### src/rtl/fsm_controle_param.sv
// Sensor-triggered motor controller: synchroniser + debouncer on the raw sensor,
// 1 Hz prescaler, run/cooldown timing with stop and optional retrigger.
//
//   state | meaning
//   IDLE  | motor off, waiting for a debounced sensor rising edge
//   RUN   | motor on, timer_val counts remaining run seconds
//   COOL  | motor off, post-run lockout, sensor edges ignored
module fsm_controle_param #(
  parameter int CLK_FREQ     = 27_000_000,
  parameter int ON_TIME      = 20,
  parameter int COOLDOWN     = 0,
  parameter int TIMER_W      = 5,
  parameter int DEBOUNCE_CYC = 1024,
  parameter int SENSOR_ACT   = 1,
  parameter int RETRIGGER    = 0
) (
  input  logic               clk,
  input  logic               reset,
  input  logic               sensor_in,
  input  logic               stop,
  output logic               motor_on,
  output logic [TIMER_W-1:0] timer_val,
  output logic [1:0]         state_out,
  output logic               sensor_db,
  output logic               done
);

  localparam int PRESC_W = (CLK_FREQ > 1) ? $clog2(CLK_FREQ) : 1;
  localparam int DB_W    = (DEBOUNCE_CYC > 1) ? $clog2(DEBOUNCE_CYC) : 1;

  localparam logic [PRESC_W-1:0] PRESC_LAST = PRESC_W'(CLK_FREQ - 1);
  localparam logic [DB_W-1:0]    DB_LAST    = DB_W'(DEBOUNCE_CYC - 1);
  localparam logic [TIMER_W-1:0] ON_VAL     = TIMER_W'(ON_TIME);
  localparam logic [TIMER_W-1:0] COOL_VAL   = TIMER_W'(COOLDOWN);
  localparam logic [TIMER_W-1:0] ONE_T      = TIMER_W'(1);
  localparam logic               ACT_LVL    = (SENSOR_ACT != 0);
  localparam logic               RETRIG_EN  = (RETRIGGER != 0);
  localparam logic               COOL_EN    = (COOLDOWN != 0);

  typedef enum logic [1:0] {IDLE = 2'b00, RUN = 2'b01, COOL = 2'b10} state_t;

  state_t             state, state_n;
  logic               sync1, sync2, sens_norm;
  logic [DB_W-1:0]    db_cnt;
  logic               db_prev, trig_q;
  logic [PRESC_W-1:0] presc, presc_n;
  logic               tick, presc_clr;
  logic [TIMER_W-1:0] timer_n;
  logic               motor_n, done_n;

  assign sens_norm = sync2 ^ ~ACT_LVL;
  assign tick      = (presc == PRESC_LAST);
  assign state_out = state;

  // Edge detect is registered so the FSM sees trig two clocks after sensor_db rises.
  always_ff @(posedge clk) begin
    if (reset) begin
      sync1     <= 1'b0;
      sync2     <= 1'b0;
      db_cnt    <= '0;
      sensor_db <= 1'b0;
      db_prev   <= 1'b0;
      trig_q    <= 1'b0;
    end else begin
      sync1   <= sensor_in;
      sync2   <= sync1;
      db_prev <= sensor_db;
      trig_q  <= sensor_db & ~db_prev;
      if (sens_norm == sensor_db) begin
        db_cnt <= '0;
      end else if (db_cnt == DB_LAST) begin
        db_cnt    <= '0;
        sensor_db <= ~sensor_db;
      end else begin
        db_cnt <= db_cnt + DB_W'(1);
      end
    end
  end

  always_ff @(posedge clk) begin
    if (reset) begin
      state     <= IDLE;
      timer_val <= '0;
      motor_on  <= 1'b0;
      done      <= 1'b0;
      presc     <= '0;
    end else begin
      state     <= state_n;
      timer_val <= timer_n;
      motor_on  <= motor_n;
      done      <= done_n;
      presc     <= presc_n;
    end
  end

  always_comb begin
    state_n   = state;
    timer_n   = timer_val;
    motor_n   = motor_on;
    done_n    = 1'b0;
    presc_clr = 1'b0;
    case (state)
      IDLE: begin
        motor_n = 1'b0;
        timer_n = '0;
        if (!stop && trig_q) begin
          state_n   = RUN;
          timer_n   = ON_VAL;
          motor_n   = 1'b1;
          presc_clr = 1'b1;
        end
      end
      RUN: begin
        if (stop) begin
          state_n = IDLE;
          timer_n = '0;
          motor_n = 1'b0;
        end else if (trig_q && RETRIG_EN) begin
          timer_n   = ON_VAL;
          presc_clr = 1'b1;
        end else if (tick) begin
          if (timer_val > ONE_T) begin
            timer_n = timer_val - ONE_T;
          end else begin
            done_n  = 1'b1;
            motor_n = 1'b0;
            if (COOL_EN) begin
              state_n   = COOL;
              timer_n   = COOL_VAL;
              presc_clr = 1'b1;
            end else begin
              state_n = IDLE;
              timer_n = '0;
            end
          end
        end
      end
      COOL: begin
        motor_n = 1'b0;
        if (stop) begin
          state_n = IDLE;
          timer_n = '0;
        end else if (tick) begin
          if (timer_val > ONE_T) begin
            timer_n = timer_val - ONE_T;
          end else begin
            state_n = IDLE;
            timer_n = '0;
          end
        end
      end
      default: begin
        state_n = IDLE;
        timer_n = '0;
        motor_n = 1'b0;
      end
    endcase

    if (presc_clr || tick || state_n == IDLE) presc_n = '0;
    else                                        presc_n = presc + PRESC_W'(1);
  end

endmodule

### config.mk
export PLATFORM = sky130hd
export DESIGN_NAME = fsm_controle_param
export DESIGN_NICKNAME = d
export VERILOG_FILES = /design/src/rtl/fsm_controle_param.sv
export SDC_FILE = /design/constraint.sdc
export NUM_CORES = 1
export LEC_CHECK = 0
export BUFFER_PORTS_ARGS = -buffer_cell sky130_fd_sc_hd__buf_2
export CORE_ASPECT_RATIO = 1.1
export CORE_UTILIZATION = 50
export CTS_CLUSTER_DIAMETER = 200
export DETAILED_ROUTE_END_ITERATION = 7
export PLACE_DENSITY = 0.67
export SLEW_MARGIN = 15
export SYNTH_ARGS = -nofsm -noshare
export SYNTH_HDL_FRONTEND = slang
export SYNTH_SLANG_ARGS = --single-unit
### constraint.sdc
create_clock -name clk -period 1.8 [get_ports clk]
set_input_delay 0 -clock clk [delete_from_list [all_inputs] [get_ports clk]]
set_output_delay 0 -clock clk [all_outputs]
set_load 0.005 [all_outputs]
==> key figures <==
Cells and area
  – Final Cell Area: 0.00290 mm2
  – Reg area: 986 um2
  – Post-route insts no fill: 359
  – Layout cells sized above 1: 28.0%
  – FILL cells: 319
  – Nets@finish: roughly 320
  – Final Util: 71.0%
  – P&R area growth vs syn: 31.9%
  – Multi-input combinational cell area: 0.00127 mm2
  – # diodes: 0

Power and ir drop
  – Power per cell area: about 610 mW/mm2
  – P_leak: 0.00109 uW
  – Max VDD drop: 365 uV

Detailed routing
  – WL per Instance: 13.8 um
  – Drt first-iter violations: 60
  – Initial DRT Pass Iterations: 4
  – Drt drc: 0
  – Total routed wirelength: 4950 um
  – Antenna-violating nets left: 0
  – DR vias: 1924
  – Vias/cell: 5.36

Setup path
  – Required @ worst endpoint: 2.00 ns
  – Crit path kind: reg -> reg
  – Worst EP arrival: around 2.1 ns
  – CP max FO: 6
  – Crit path launch type: flop
  – CP endpoint kind: flop

Global routing
  – Gr busiest metal: met2
  – Grt met2 use: between 30% and 40%
  – Initial antenna violation count: 0
  – Total Routing Usage GR: 21.4%
  – Largest net degree at the start of global routing: 17
  – Grt ovf: 0
  – Number of global-route vias before repair: 1798
  – Met1 usage: 27.1%
  – Global-route wire length before repair: about 7700 um
  – Met3 Use GR: about 5.3%

Timing
  – Final setup TNS: -3.22 ns
  – Hold_ws: roughly 0.024 ns
  – Period Utilization, post-route: 108%
  – Fin. Hold Viols: 0
  – PnR worst setup slack: -0.141 ns
  – Setup violations, final: 30
  – Clock skew: 0.00971 ns
  – Worst-Margin Slew: 0.507 ns
  – Maximum clock rate: 0.515 GHz
  – RSZ-0062 raised after global routing: true
  – Tmin final: 1.94 ns
  – Fin. max-slew vios: 0
  – Max-slew headroom: 65.9%

Clock tree
  – H-Tree Depth: 2
  – Clock-pin slew on the worst setup and hold paths: 0.09 ns
  – TritonCTS clock tree: built
  – CTS root buf: clkbuf_8
  – CTS max path bufs: 2
  – Clk sinks: 49
  – Total CTS buffers: 5
  – Worst skew pair latency: 0.30 ns

Floorplanning
  – IO Pins: 14
  – Core footprint: 0.00408 mm2
  – Row cnt: 24
  – DIE HEIGHT: 71.5 um
  – Initial Util: 53.8%
  – Die area: 0.00467 mm2
  – Die Width: 65.2 um

Synthesis
  – Most frequent cell after synthesis: dfxtp_1
  – Cells after synthesis: 249
  – Synthesis Warnings: 0
  – Synth async-reset ratio: 0%
  – Most common library cells after synthesis: 49 x dfxtp_1, 43 x nor2_1, 25 x xor2_1, 18 x nand2_1, 14 x nand3_1
  – Post-synthesis register bit count: 49
  – Synth Cell Area: approximately 0.0022 mm2
  – Average cell area after synthesis: 8.83 um2
  – Yosys cell types: 37
  – Area contributors post-synth: dfxtp_1 45%, xor2_1 10%, nor2_1 7.3%, ha_1 4.0%, nand4_1 3.7%
  – Most used flip-flop cell after synthesis: dfxtp_1
  – Synth area leader: dfxtp_1
  – Seq/Total Area, Yosys: 44.6%
  – EDFF count, synth: 0
  – Mapped Nets: 260
  – Share of the synthesized area in the top cell type: ~45%

Hold path
  – Hold crit path type: in -> reg

Placed design
  – DPL Wire Length: 3240 um
  – Placed cells: 340
  – Port bufs: 13
  – Final GP Congestion: 0.820
  – Placed Area: 0.00255 mm2

Job
  – Max_cap viols: 0

Status
  – Status: complete, but fails checks
  – Violated checks: setup timing
-- worst paths after layout --
| check | depth (start not counted) | slack (ns) | startpoint | endpoint |
|---|---|---|---|---|
| worst max register to register | 8 | -0.14 | presc[18]$_SDFF_PP0_ | presc[18]$_SDFF_PP0_ |
| worst min register to register | 1 | 0.40 | db_prev$_SDFF_PP0_ | trig_q$_SDFF_PP0_ |
| worst max-delay path | 8 | -0.14 | presc[18]$_SDFF_PP0_ | presc[18]$_SDFF_PP0_ |
| worst min-delay path | 2 | 0.02 | reset | timer_val[4]$_SDFFE_PP0P_ |
-- registers in the layout, summed over array words and instances (netlist names) --
name and count:
sync1 1, done 1, sensor_db 1, timer_val 5
state_out 2, db_cnt 10, db_prev 1, motor_on 1
trig_q 1, presc 25, sens_norm 1
-- power breakdown --
part	switching, uW	internal [uW]	leakage [uW]
Clock	375	276	0.0000445
Combinational	12.7	8.59	0.000653
Sequential	1.50	1090	0.000397
Total	389	1370	0.00109
-- per-layer routing --
layer	vias to the layer above	wire, um
li1	979	-
met5	-	0
met2	44	2370
met3	12	164
met4	0	119
met1	889	2290
-- per-stage QoR --
step,power (uW),setup WS (ns)
6_report,1760,-0.141
5_1_grt,1820,-0.205
4_1_cts,1770,-0.103
3_5_place_dp,1130,-0.0834
3_3_place_gp,1130,-0.0666
2_1_floorplan,1120,-0.0612
-- critical path, cell delays in order (launching register included) --
cell       delay (ns)
dfxtp_1          0.32
or4_4            0.55
nor4_4           0.28
nand2_2          0.12
buf_4            0.15
buf_6            0.12
nand2_8          0.09
clkbuf_16        0.15
nor2_1           0.05
-- cell families after synthesis --
group / Yosys count / share of synthesized area, %
compound gates: 15 / 4.21
xor+xnor: 34 / 13.5
fa+ha+maj: 7 / 3.98
buf+inv: 14 / 2.50
flops: 49 / 44.6
mux: 2 / 0.911
simple gates: 128 / 30.2
-- cell usage in the layout (no fill, tap or decap), types with 2 or more instances in the layout --
master     count
nor4_4         2
nand2b_1       2
nor2_1        42
and3_2         2
and3_1         3
or4_4          3
and4_1         2
nor3_1         7
dfxtp_1       45
nor2b_1        5
nand2_2        2
nand4_1       13
buf_4         35
nand2_1       16
o21ai_0        3
ha_1           6
a21oi_2        3
xnor2_1        9
clkbuf_16      2
nand3_1       14
a21oi_1        3
nor4_1         2
buf_2         13
dfxtp_2        4
inv_1         10
a31oi_1        2
clkbuf_8       5
xor2_1        25
mux2i_1        2
-- timing repair --
action	4_1_cts	5_1_grt
hold endpoints to repair	1	0
gates cloned	1	2
resized for setup	6	21
hold buffers	1	0
endpoints found under the setup margin	28	32
buffers inserted	1	6
pin swaps	2	12
-- final cells by class --
cell class                 count  share of cell area, %
inverter                      10                   1.29
clock buffer                   5                   2.37
multi-input combinational    186                   44.0
clock inverter                 3                  0.733
sequential                    49                   34.0
timing repair buffer          54                   15.4
tap                           52                   2.24
No activity file was read; power rests on OpenSTA's default activity.
